### config.mk
export PLATFORM = sky130hd
export DESIGN_NAME = uart_tx_frame
export DESIGN_NICKNAME = d
export VERILOG_FILES = /design/src/rtl/uart_pkg.sv /design/src/rtl/uart_tx_frame_baud_tick.sv /design/src/rtl/uart_tx_frame.sv
export SDC_FILE = /design/constraint.sdc
export NUM_CORES = 1
export LEC_CHECK = 0
export CORE_AREA = 2 2 62 64
export DETAILED_ROUTE_END_ITERATION = 10
export DIE_AREA = 0 0 64 66
export GPL_TIMING_DRIVEN = 0
export HOLD_SLACK_MARGIN = 0.08
export PLACE_DENSITY = 0.59
export SLEW_MARGIN = 20
export SYNTH_ARGS = -nofsm -noshare
export SYNTH_HDL_FRONTEND = slang
export SYNTH_SLANG_ARGS = --single-unit
export TNS_END_PERCENT = 10
### constraint.sdc
create_clock -name clk -period 4.9 [get_ports clk]
set_input_delay 0.49 -clock clk [delete_from_list [all_inputs] [get_ports clk]]
set_output_delay 0.49 -clock clk [all_outputs]
set_load 0.02 [all_outputs]
### src/rtl/uart_pkg.sv
// Shared types and constants for the framed UART transmitter.
package uart_pkg;

   typedef enum logic [2:0] {IDLE, START, DATA, PARITY, STOP} state_t;

   localparam int PAR_NONE = 0;
   localparam int PAR_EVEN = 1;
   localparam int PAR_ODD  = 2;

   // Serial bits in one frame: start + data + optional parity + stop bits.
   function automatic int frame_bits(input int data_w, input int parity_mode, input int stop_bits);
      return 1 + data_w + ((parity_mode != PAR_NONE) ? 1 : 0) + stop_bits;
   endfunction

endpackage

### src/rtl/uart_tx_frame_baud_tick.sv
// Baud divider: tick marks the last clock of every serial bit while enabled.
module uart_baud_tick #(
   parameter int CLKS_PER_BIT = 4
) (
   input  logic clk,
   input  logic rst,
   input  logic en,
   output logic tick,
   output logic tick_next
);

   localparam int CW = (CLKS_PER_BIT > 1) ? $clog2(CLKS_PER_BIT) : 1;
   localparam logic [CW-1:0] LAST = CW'(CLKS_PER_BIT - 1);

   logic [CW-1:0] cnt;

   always_ff @(posedge clk or negedge rst) begin
      if (!rst)
         cnt <= '0;
      else if (!en || cnt == LAST)
         cnt <= '0;
      else
         cnt <= cnt + CW'(1);
   end

   assign tick = en && (cnt == LAST);

   // tick_next: the following clock will carry a tick, assuming en stays high.
   generate
      if (CLKS_PER_BIT == 1) begin : g_single
         assign tick_next = 1'b1;
      end else begin : g_multi
         assign tick_next = en && (cnt == CW'(CLKS_PER_BIT - 2));
      end
   endgenerate

endmodule

### src/rtl/uart_tx_frame.sv
// UART transmitter: start bit, LSB-first data, optional parity, 1 or 2 stop bits.
module uart_tx_frame
   import uart_pkg::*;
#(
   parameter int DATA_W       = 8,
   parameter int CLKS_PER_BIT = 4,
   parameter int PARITY_MODE  = 0,
   parameter int STOP_BITS    = 1
) (
   input  logic              clk,
   input  logic              rst,
   input  logic              tx_valid,
   input  logic [DATA_W-1:0] tx_data,
   output logic              tx_ready,
   output logic              tx,
   output logic              tx_busy,
   output logic              tx_done
);

   generate
      if (DATA_W < 1 || DATA_W > 16) begin : g_bad_data_w
         $error("uart_tx_frame: DATA_W must be in 1..16");
      end
      if (CLKS_PER_BIT < 1) begin : g_bad_clks
         $error("uart_tx_frame: CLKS_PER_BIT must be >= 1");
      end
      if (PARITY_MODE != PAR_NONE && PARITY_MODE != PAR_EVEN && PARITY_MODE != PAR_ODD) begin : g_bad_parity
         $error("uart_tx_frame: PARITY_MODE must be 0, 1 or 2");
      end
      if (STOP_BITS != 1 && STOP_BITS != 2) begin : g_bad_stop
         $error("uart_tx_frame: STOP_BITS must be 1 or 2");
      end
   endgenerate

   localparam int             BW        = (DATA_W > 1) ? $clog2(DATA_W) : 1;
   localparam logic [BW-1:0]  BIT_LAST  = BW'(DATA_W - 1);
   localparam logic           STOP_LAST = 1'(STOP_BITS - 1);

   state_t            state, state_n;
   logic [DATA_W-1:0] sh, sh_n;
   logic [BW-1:0]     bit_cnt, bit_cnt_n;
   logic              stop_cnt, stop_cnt_n;
   logic              par, par_n;
   logic              tx_n, busy_n, done_n;
   logic              tick, tick_next;

   uart_baud_tick #(.CLKS_PER_BIT(CLKS_PER_BIT)) u_baud (
      .clk      (clk),
      .rst      (rst),
      .en       (state != IDLE),
      .tick     (tick),
      .tick_next(tick_next)
   );

   assign tx_ready = (state == IDLE);

   always_comb begin
      state_n    = state;
      sh_n       = sh;
      bit_cnt_n  = bit_cnt;
      stop_cnt_n = stop_cnt;
      par_n      = par;
      tx_n       = tx;
      unique case (state)
         IDLE: begin
            tx_n = 1'b1;
            if (tx_valid) begin
               state_n = START;
               sh_n    = tx_data;
               par_n   = (PARITY_MODE == PAR_ODD) ? ~^tx_data : ^tx_data;
               tx_n    = 1'b0;
            end
         end
         START: if (tick) begin
            state_n   = DATA;
            bit_cnt_n = '0;
            tx_n      = sh[0];
            sh_n      = sh >> 1;
         end
         DATA: if (tick) begin
            if (bit_cnt == BIT_LAST) begin
               if (PARITY_MODE != PAR_NONE) begin
                  state_n = PARITY;
                  tx_n    = par;
               end else begin
                  state_n    = STOP;
                  stop_cnt_n = 1'b0;
                  tx_n       = 1'b1;
               end
            end else begin
               bit_cnt_n = bit_cnt + BW'(1);
               tx_n      = sh[0];
               sh_n      = sh >> 1;
            end
         end
         PARITY: if (tick) begin
            state_n    = STOP;
            stop_cnt_n = 1'b0;
            tx_n       = 1'b1;
         end
         STOP: if (tick) begin
            if (stop_cnt == STOP_LAST)
               state_n = IDLE;
            else
               stop_cnt_n = stop_cnt + 1'b1;
         end
         default: state_n = IDLE;
      endcase
      busy_n = (state_n != IDLE);
      // Look one clock ahead so the registered done lands in the final stop-bit clock.
      done_n = (state_n == STOP) && (stop_cnt_n == STOP_LAST) && tick_next;
   end

   always_ff @(posedge clk or negedge rst) begin
      if (!rst) begin
         state    <= IDLE;
         sh       <= '0;
         bit_cnt  <= '0;
         stop_cnt <= 1'b0;
         par      <= 1'b0;
         tx       <= 1'b1;
         tx_busy  <= 1'b0;
         tx_done  <= 1'b0;
      end else begin
         state    <= state_n;
         sh       <= sh_n;
         bit_cnt  <= bit_cnt_n;
         stop_cnt <= stop_cnt_n;
         par      <= par_n;
         tx       <= tx_n;
         tx_busy  <= busy_n;
         tx_done  <= done_n;
      end
   end

endmodule

; ---- Word-level counts from Yosys, hierarchy flattened
; Index checks and enable logic that the tools add are counted.
; Widths: inputs -> output; s select.
[word_totals]
register_bits = 20
inputBits = 11
output_inout_bits = 4
[op_classes]
add_sub_neg = 3
n_eq_ne = 13
muxes = 30
bitwise = 1
reduce_logical = 15
[ops]
columns = op, count
row1 = $mux 8, 4
row2 = $mux 3, 10
row3 = $pmux 8 s3, 1
row4 = $pmux 3 s5, 1
row5 = $mux 1, 10
row6 = $ne 2x2->1 const B, 5
row7 = $eq 3x3->1 const B, 3
row8 = $reduce_bool 3->1, 3
row9 = $reduce_and 4->1, 2
row10 = $eq 3x2->1 const B, 2
row11 = $pmux 3 s2, 1
row12 = $reduce_and 5->1, 1
row13 = $eq 2x2->1 const B, 2
row14 = $logic_and 1x1->1, 4
row15 = $pmux 1 s4, 1
row16 = $reduce_bool 4->1, 1
row17 = $add 3x1->3 const B, 1
row18 = $eq 3x1->1 const B, 1
row19 = $logic_not 3->1, 1
row20 = $pmux 1 s3, 1
row21 = $add 2x1->2 const B, 1
row22 = $mux 2, 1
row23 = $reduce_bool 2->1, 1
row24 = $add 1x1->1 const B, 1
row25 = other kinds (3), 3

; ---- Longest topological paths before layout
; Gate-level depths: netlist of the first run.
[logic_depth]
depth_word = 7
ltp_mapped = 7
ltp_nobuf = 6

; ---- Modules after synthesis
; From an unflattened synthesis of the first run, not the netlist that was laid out.
[unflattened]
cells_unflattened = 101
area_unflattened_um2 = 1069.8
[modules_own_cells]
columns = module, n_inst, cells_per_inst, area_each_um2
row1 = uart_tx_frame, 1, 92, 953.4
row2 = uart_baud_tick, 1, 9, 116.4

; ---- Worst setup path after synthesis of the first run
; Ideal clock, no wire load.
[synth_path]
path_kind = register to output
start = register state[0]
end = output tx_ready
arrival_time_ns = 1.201
required_time_ns = 4.410
path_slack_ns = 3.209
path_stages_with_launch = 3
n_path_buf = 1
path_cell_list = dfrtp_1 > buf_2 > nor3_1
[synth_via]
elab_chain_cells = 1
[synth_lines]
columns = element, line_no
row1 = from (decl), uart_tx_frame.sv:39  ; state_t state, state_n;
row2 = from (signal assigned), uart_tx_frame.sv:125  ; state <= state_n;
row3 = $logic_not 3->1, -
row4 = to (decl), uart_tx_frame.sv:14  ; output logic tx_ready,
; Every way passes these cells.

; ---- Worst setup path after layout of the first run
; Same ends and word-level chain as after synthesis.

==> results_dict.tcl, run 1 <==
set metrics [dict create \
    outcome "finished, final reports clean" \
    cts-htree-levels 1 \
    synth_warnings 0 \
    fin_skew_ns 0.00730 \
    io_buffers 14 \
    crit_path_end_kind "output pin" \
    cts-root-buf "clkbuf_4" \
    ant_nets 0 \
    cp_top_family "buffers and inverters" \
    dp_worst_setup_slack_ns 2.76 \
    r2r_slack_ns 3.01 \
    place.gp.congestion 0.793 \
    synthesis.area_sq_um 1040 \
    netlist_top_cells_count "dfrtp_1, a21oi_1, nor2_1" \
    placed_cell_area_sq_um 1240 \
    grt_pass1_wl_um 3570 \
    viasPerCell 4.59 \
    cp.arrival_ns 1.98 \
    synth_top_area_share_pct 45.9 \
    cp_cell_sequence "buf_2, nor3_1, clkdlybuf4s50_1" \
    r2r_end "sh[0]$_DFFE_PN0P_" \
    cts_tree "built" \
    min_from "u_baud.cnt[0]$_DFF_PN0_" \
    cts_resized 0 \
    max_cap_viol_count 0 \
    path_class "register to output pin" \
    drtIter0Drc 9 \
    finalCriticalPeriod_ns 2.47 \
    finalWirelength_um 1980 \
    worst_ir_drop_vdd_mv 0.263 \
    synthTopCellsByArea "dfrtp_1, mux2i_1, ha_1" \
    first_pass_iters 4 \
    yosysSeqAreaShare_pct 48.4 \
    initial_core_util_pct 29.2 \
    final_util_pct 35.6 \
    syn2layout_area_growth_pct 21.9 \
    wl_per_cell_um 12.2 \
    p_per_area_nw_per_um2 606 \
    fillers 363 \
    yosysUniqueCellTypes 31 \
    cts_hold_buffers 0 \
    layout-drive-gt1-share_pct 11.4 \
    p_leak_nw 0.534 \
    cts_sinks 20 \
    tightest_slew_ns 0.890 \
    critPathMaxFanout 10 \
    nets 130 \
    core-area_sq_um 3550 \
    start_kind "register" \
    syn_inst 96 \
    synth_seq_cells 20 \
    synthFlopType "dfrtp_1" \
    synth.most_common_cell "dfrtp_1" \
    cp_data_required_time_ns 4.41 \
    worstSkewPairLatency_ns 0.30 \
    diodes 0 \
    synth_area_leader_cell "dfrtp_1" \
    grt_pass1_vias 782 \
    critPathSlowestCell "clkdlybuf4s50_1" \
    rows 22 \
    critical-path-max-stage-delay_ns 0.68 \
    worst_slack_ns 2.43 \
    drcViolationCount 0 \
    grt_max_degree 21 \
    synth_area_per_cell_sq_um 10.8 \
    ios 15 \
    crit_buf_inv 2 \
    dieWidth_um 64 \
    fmax_ghz 0.405 \
    track_usage_pct 10.7 \
    drv_slew 0 \
    clk_pin_slew_worst_paths_ns 0.11 \
    die_h_um 66 \
    min_path_type "register to register" \
    overflow 0 \
    cts_buffers 3 \
    clockBufferDepth 2 \
    synth_edf_count 0 \
    die_area_sq_um 4220 \
    slew-limit-headroom_pct 40.5 \
    reg2reg_depth 7 \
    antenna_found_initial 0 \
    synth_nets 111 \
    min_period_over_period_pct 50.4 \
    crit_path_start "state[0]$_DFF_PN0_" \
    worstReg2RegStart "bit_cnt[0]$_DFFE_PN0P_" \
    synthArstFlopShare_pct 100 \
    dp_hpwl_um 1460 \
    rsz0062_at_grt "no" \
    tns_ns 0 \
    min_to "u_baud.cnt[0]$_DFF_PN0_" \
    vias 744 \
    design_area_sq_um 1260 \
    setup_violations 0 \
    cts_setup_buffers 0 \
    whs_path_depth 1 \
    hold_violations 0 \
]
worst register-to-register path: cells and delay by family, from the launching register on:
family / cells / cell delay [ns]
AOI/OAI and AO/OA: 2 / 0.46
adders and majority gates: 2 / 0.44
DFF: 1 / 0.42
and+or+nand+nor: 2 / 0.32
buffers and inverters: 1 / 0.18
cells by family after synthesis:
| family | Yosys count | share of synthesized area (%) |
|---|---|---|
| simple gates | 28 | 15.5 |
| mux | 8 | 7.85 |
| flops | 20 | 48.4 |
| buf+inv | 7 | 3.99 |
| fa+ha+maj | 4 | 4.83 |
| xor+xnor | 2 | 1.69 |
| compound gates | 27 | 17.8 |
how the worst max path moves through the flow:
stage	endpoint	slack, ns	cells past startpoint
floorplan	tx_ready	3.21	2
global placement	tx_ready	2.75	3
detailed placement	tx_ready	2.76	3
CTS	tx_ready	2.40	3
global route	tx_ready	2.27	3
finish	tx_ready	2.43	3
cell usage in the layout, fill, tap and decap left out, types with 2 or more instances in the layout:
master | Yosys | final
nor3_1 | 4 | 4
o22ai_1 | 2 | 2
dfrtp_1 | 19 | 19
o21ai_0 | 6 | 6
buf_2 | 3 | 3
inv_1 | 2 | 2
clkbuf_4 | 0 | 3
mux2i_1 | 7 | 7
a21oi_1 | 9 | 9
ha_1 | 4 | 4
nand2b_1 | 2 | 2
nand3b_1 | 2 | 2
nand2_1 | 2 | 2
clkdlybuf4s50_1 | 0 | 14
a22o_1 | 5 | 5
nor2b_1 | 4 | 4
nor2_1 | 9 | 9
sequential cells by signal (all words and copies together), names as in the netlist:
register / count
state: 3
tx_done: 1
tx: 1
stop_cnt: 1
tx_busy: 1
bit_cnt: 3
u_baud.cnt: 2
sh: 8
per-stage QoR:
stage                     total power [W]  hold slack [ns]  std cells
after floorplan                  0.000589            0.194         96
after global placement           0.000677            0.450        158
after detailed placement         0.000697            0.491        158
after CTS                        0.000779            0.507        162
after global routing             0.000839            0.550        162
final                            0.000765            0.493        162
power breakdown:
| part | switching (W) | internal [W] | leakage (nW) |
|---|---|---|---|
| Clock | 0.0000485 | 0.0000317 | 0.0150 |
| Combinational | 0.000207 | 0.000197 | 0.287 |
| Sequential | 0.0000455 | 0.000236 | 0.233 |
final cells by class:
type                       instances  area (sq um)  share of cell area, %
sequential                        20           502                   39.7
buffer                             5          33.8                   2.68
multi-input combinational         69           493                   39.0
clock buffer                       4          26.3                   2.08
inverter                           2          7.51                  0.595
tap                               48          60.1                   4.76
timing repair buffer              14           140                   11.1
per-layer routing:
layer	track usage [%]	vias up	share of wire, %
met3	4.26	2	6.6
li1	-	377	-
met2	17.3	18	46
met1	13.4	347	47
met5	0	-	0
met4	2.45	0	0.81
Power figures use the tool's default switching activity.
==> run 2, diff against run 1 <==
--- a/config.mk
+++ b/config.mk
@@ -10,7 +10,7 @@
 export DIE_AREA = 0 0 64 66
 export GPL_TIMING_DRIVEN = 0
 export HOLD_SLACK_MARGIN = 0.08
-export PLACE_DENSITY = 0.59
+export PLACE_DENSITY = 0.61
 export SLEW_MARGIN = 20
 export SYNTH_ARGS = -nofsm -noshare
 export SYNTH_HDL_FRONTEND = slang
==> constraint.sdc (replaced) <==
create_clock -name clk -period 2.2 [get_ports clk]
set_input_delay 0.22 -clock clk [delete_from_list [all_inputs] [get_ports clk]]
set_output_delay 0.22 -clock clk [all_outputs]
set_load 0.02 [all_outputs]
==> run 2 against run 1 <==
Effect of this change:
- sequential power grew 120%
- global-route usage shrank 0.28 points
- utilization is 0.21 points higher
- routed wire length shrank 0.91%
- combinational power up 120%
- count of clock-buffer cells in the layout did not move
- register-to-register slack worse by 2.7 ns
- design area up 0.59%
- via count increased by 1.3%
- critical path type is now register to register
- hold slack got worse by 0.079 ns
==> results_dict.tcl, run 2 (synthesized netlist as in run 1, its figures left out) <==
set metrics [dict create \
    cp.arrival_ns 2.09 \
    dieWidth_um 64 \
    dp.cells 158 \
    drv_slew 0 \
    place.gp.congestion 0.809 \
    top_regs "sh (8), bit_cnt (3), state (3)" \
    r2r_end "sh[0]$_DFFE_PN0P_" \
    rsz0062_at_grt "no" \
    drtIter0Drc 5 \
    finalCriticalPeriod_ns 1.87 \
    drcViolationCount 0 \
    diodes 0 \
    first_pass_iters 4 \
    viasPerCell 4.65 \
    final_common_cell "dfrtp_1" \
    critPathSlowestCell "dfrtp_1" \
    clockBufferDepth 2 \
    grt_pass1_wl_um 3570 \
    min_path_type "input pin to asynchronous set/reset pin" \
    die_area_sq_um 4220 \
    fmax_ghz 0.534 \
    antenna_found_initial 0 \
    max_cap_viol_count 0 \
    crit_path_end_kind "register" \
    cts_buffers 3 \
    outcome "finished, final reports clean" \
    reg2reg_depth 7 \
    ios 15 \
    placed_cell_area_sq_um 1240 \
    design_area_sq_um 1270 \
    cp_data_required_time_ns 2.42 \
    critical-path-max-stage-delay_ns 0.42 \
    finalWirelength_um 1960 \
    fin_skew_ns 0.00548 \
    grt_max_degree 21 \
    p_leak_nw 0.548 \
    track_usage_pct 10.4 \
    hold_violations 0 \
    tightest_slew_ns 0.890 \
    rows 22 \
    worstReg2RegStart "bit_cnt[0]$_DFFE_PN0P_" \
    nets 130 \
    fillers 346 \
    cts-htree-levels 1 \
    ant_nets 0 \
    cts_sinks 20 \
    tns_ns 0 \
    cp_top_family "compound AO/OA/AOI/OAI gates" \
    layout-drive-gt1-share_pct 12.3 \
    crit_cells 7 \
    setup_violations 0 \
    worst_slack_ns 0.326 \
    dp_hpwl_um 1440 \
    core-area_sq_um 3550 \
    r2r_slack_ns 0.33 \
    slew-limit-headroom_pct 40.5 \
    largest-register "sh" \
    min_period_over_period_pct 85.2 \
    io_buffers 14 \
    clk_pin_slew_worst_paths_ns 0.12 \
    syn2layout_area_growth_pct 22.6 \
    die_h_um 66 \
    crit_path_start "bit_cnt[0]$_DFFE_PN0P_" \
    cts_setup_buffers 0 \
    path_class "register to register" \
    dp_worst_setup_slack_ns 0.298 \
    cp_cell_sequence "ha_1, ha_1, nand4bb_1, a31oi_4, buf_6, nor2_1, a21oi_1" \
    final_util_pct 35.8 \
    worst_ir_drop_vdd_mv 0.351 \
    overflow 0 \
    final_cells 162 \
    start_kind "register" \
    cts-root-buf "clkbuf_4" \
    wl_per_cell_um 12.1 \
    most-common-layout-cells "dfrtp_1, clkdlybuf4s50_1, nor2_1, a21oi_1, mux2i_1" \
    crit_path_frequent_cell "ha_1" \
    endpoint "sh[0]$_DFFE_PN0P_" \
    critPathMaxFanout 10 \
    vias 754 \
    largest_register_ffs 8 \
    grt_pass1_vias 820 \
    crit_buf_inv 1 \
    initial_core_util_pct 29.2 \
    p_per_area_nw_per_um2 1340 \
    worstSkewPairLatency_ns 0.29 \
    cts_tree "built" \
]
run 2: cell count changes in the layout (fill, tap and decap cells not counted):
cell             change
nor3_2               +1
clkdlybuf4s50_1      -1
nor3_1               -1
dlymetal6s2s_1       +1
run 2: worst reg2reg max path: cells and delay by family (launching register included):
| family | cells | cell delay (ns) |
|---|---|---|
| AOI/OAI and AO/OA | 2 | 0.46 |
| adders and majority gates | 2 | 0.44 |
| DFF | 1 | 0.42 |
| and+or+nand+nor | 2 | 0.31 |
| buffers and inverters | 1 | 0.18 |
run 2: worst min path at each step:
stage	slack, ns	cells past startpoint	end	start
floorplan	-0.08	0	bit_cnt[0]$_DFFE_PN0P_	rst
global placement	0.45	1	u_baud.cnt[0]$_DFF_PN0_	u_baud.cnt[0]$_DFF_PN0_
detailed placement	0.46	1	u_baud.cnt[0]$_DFF_PN0_	u_baud.cnt[0]$_DFF_PN0_
CTS	0.45	1	sh[7]$_DFFE_PN0P_	rst
global route	0.48	1	sh[5]$_DFFE_PN0P_	rst
finish	0.41	1	sh[7]$_DFFE_PN0P_	rst
run 2: stage by stage:
stage          power [W]  hold slack [ns]
3_5_place_dp     0.00154            0.463
4_1_cts          0.00173            0.448
3_3_place_gp     0.00150            0.450
6_report         0.00171            0.415
2_1_floorplan    0.00131          -0.0756
5_1_grt          0.00187            0.476
run 2: timing repair:
action	4_1_cts	5_1_grt
setup endpoints to repair	1	1
hold buffers	0	0
resized for setup	1	1
run 2: layout make-up:
cell class	instances	area, sq um	share of cell area [%]
plain buffers	5	33.8	2.66
clock buffers	4	26.3	2.07
inverters	2	7.51	0.591
multi-input cells	69	498	39.2
flip-flops and latches	20	502	39.5
well taps	48	60.1	4.73
repair buffers	14	143	11.2
run 2: power breakdown:
part           leakage [nW]  internal (W)  switching, W
Combinational         0.300      0.000438      0.000459
Sequential            0.233      0.000525      0.000103
Clock                0.0150     0.0000704      0.000111
Total                 0.548       0.00103      0.000673
run 2: per-layer routing:
layer	global-route usage [%]	vias up	part of all wire, %
met5	0	-	0
met4	2.17	0	0
met3	3.24	0	5.3
met2	18.6	17	49
met1	12.3	359	46
li1	-	378	-
==> run 3, diff against run 2 <==
--- a/config.mk
+++ b/config.mk
@@ -5,12 +5,13 @@
 export SDC_FILE = /design/constraint.sdc
 export NUM_CORES = 1
 export LEC_CHECK = 0
+export ABC_CLOCK_PERIOD_IN_PS = 2200
 export CORE_AREA = 2 2 62 64
 export DETAILED_ROUTE_END_ITERATION = 10
 export DIE_AREA = 0 0 64 66
 export GPL_TIMING_DRIVEN = 0
 export HOLD_SLACK_MARGIN = 0.08
-export PLACE_DENSITY = 0.61
+export PLACE_DENSITY = 0.56
 export SLEW_MARGIN = 20
 export SYNTH_ARGS = -nofsm -noshare
 export SYNTH_HDL_FRONTEND = slang
==> run 3 against run 2 <==
Effect of this change:
- via count grew 1.1%
- final cell count is the same
- sequential cell count is the same
- register-to-register slack gained 0.04 ns
- worst setup slack lost 0.026 ns
- non-clock buffer count is the same
- largest power group unchanged
==> results_dict.tcl, run 3 (synthesized netlist as in run 1, its figures left out) <==
set metrics [dict create \
    rsz0062_at_grt "no" \
    path_class "register to output pin" \
    dieWidth_um 64 \
    layout-drive-gt1-share_pct 12.3 \
    grt_pass1_wl_um 3440 \
    viasPerCell 4.70 \
    p_per_area_nw_per_um2 1350 \
    finalCriticalPeriod_ns 1.90 \
    cts_setup_buffers 0 \
    initial_core_util_pct 29.2 \
    worst_ir_drop_vdd_mv 0.507 \
    cts_sinks 20 \
    clockBufferDepth 2 \
    cts-htree-levels 1 \
    cp.arrival_ns 1.68 \
    syn2layout_area_growth_pct 22.7 \
    worstSkewPairLatency_ns 0.30 \
    core-area_sq_um 3550 \
    cts_tree "built" \
    drv_slew 0 \
    first_pass_iters 5 \
    die_area_sq_um 4220 \
    drcViolationCount 0 \
    place.gp.congestion 0.761 \
    ios 15 \
    grtUsageMet1_pct 12.9 \
    p_leak_nw 0.543 \
    met3_usage_pct 2.56 \
    top_regs "sh (8), bit_cnt (3), state (3)" \
    vias 762 \
    rows 22 \
    cts_buffers 3 \
    max_cap_viol_count 0 \
    outcome "finished, final reports clean" \
    min_period_over_period_pct 86.4 \
    crit_path_end_kind "output pin" \
    grt_max_degree 21 \
    die_h_um 66 \
    hold_violations 0 \
    largest_register_ffs 8 \
    final_common_cell "dfrtp_1" \
    tightest_slew_ns 0.885 \
    finalWirelength_um 1880 \
    track_usage_pct 10.1 \
    diodes 0 \
    largest-register "sh" \
    drtIter0Drc 24 \
    power.total_w 0.00172 \
    min_path_type "input pin to asynchronous set/reset pin" \
    cp_data_required_time_ns 1.98 \
    cts-root-buf "clkbuf_4" \
    io_buffers 14 \
    antenna_found_initial 0 \
    grt_use_met2_pct 17.2 \
    overflow 0 \
    dp_hpwl_um 1400 \
    slew-limit-headroom_pct 40.8 \
    ant_nets 0 \
    nets 130 \
    grt_pass1_vias 781 \
    grt_busiest_layer "met2" \
    fmax_ghz 0.526 \
    start_kind "register" \
    most-common-layout-cells "dfrtp_1, clkdlybuf4s50_1, nor2_1, a21oi_1, mux2i_1" \
    wl_per_cell_um 11.6 \
    critPathMaxFanout 10 \
    finalHoldWorstSlack_ns 0.411 \
    fin_skew_ns 0.00187 \
    setup_violations 0 \
    tns_ns 0 \
    clk_pin_slew_worst_paths_ns 0.11 \
]
==> run 3: cell count changes in the layout (fill, tap and decap cells not counted), sizes merged <==
cell / previous run / this run
dlymetal6s2s: 1 / 0
dlygate4sd2: 0 / 1
==> run 3: where the power goes <==
group / switching, W / total, W / internal, W
registers: 0.0000984 / 0.000624 / 0.000525
clock network: 0.000110 / 0.000211 / 0.000101
logic: 0.000455 / 0.000886 / 0.000431
==> run 3: path summary, 6_finish.rpt <==
path / depth (start not counted) / slack (ns) / start / end
max: 3 / 0.30 / state[0]$_DFF_PN0_ / tx_ready
min reg2reg: 1 / 0.47 / u_baud.cnt[0]$_DFF_PN0_ / u_baud.cnt[0]$_DFF_PN0_
max in group asynchronous: 1 / 1.25 / rst / bit_cnt[2]$_DFFE_PN0P_
min: 1 / 0.41 / rst / sh[7]$_DFFE_PN0P_
min in group clk: 1 / 0.47 / u_baud.cnt[0]$_DFF_PN0_ / u_baud.cnt[0]$_DFF_PN0_
max reg2reg: 7 / 0.37 / bit_cnt[0]$_DFFE_PN0P_ / sh[0]$_DFFE_PN0P_
==> run 3: what timing repair did <==
action                     4_1_cts  5_1_grt
hold buffers                     0        0
hold endpoints to repair         0        0
setup endpoints to repair        1        0
gates resized for setup          1        0
==> run 3: area by class of cell <==
class / instances / area, sq um
timing repair buffer: 14 / 139
tap: 48 / 60.1
inverter: 2 / 7.51
clock buffer: 4 / 36.3
multi-input combinational: 69 / 493
fill: 356 / 2280
buffer: 5 / 33.8
sequential: 20 / 502
==> run 3: per-stage QoR <==
stage / utilization, % / worst slack (ns) / instances / area, sq um
after detailed placement: 34.8 / 0.337 / 158 / 1240
after CTS: 35.8 / 0.285 / 162 / 1270
final: 35.8 / 0.300 / 162 / 1270
after floorplan: - / 0.546 / 96 / 1040
after global routing: 35.8 / 0.147 / 162 / 1270
after global placement: 34.8 / 0.307 / 158 / 1240
==> run 3: per-layer routing <==
metal / share of wire (%) / wire length (um)
met5: 0 / 0
met4: 0.48 / 9
met3: 4.9 / 92
met2: 46 / 868
met1: 48 / 907
==> run 3: critical path: stages, from the launching register on <==
cell           delay, ns
dfrtp_1             0.46
buf_2               0.20
nor3_1              0.34
dlygate4sd2_1       0.38
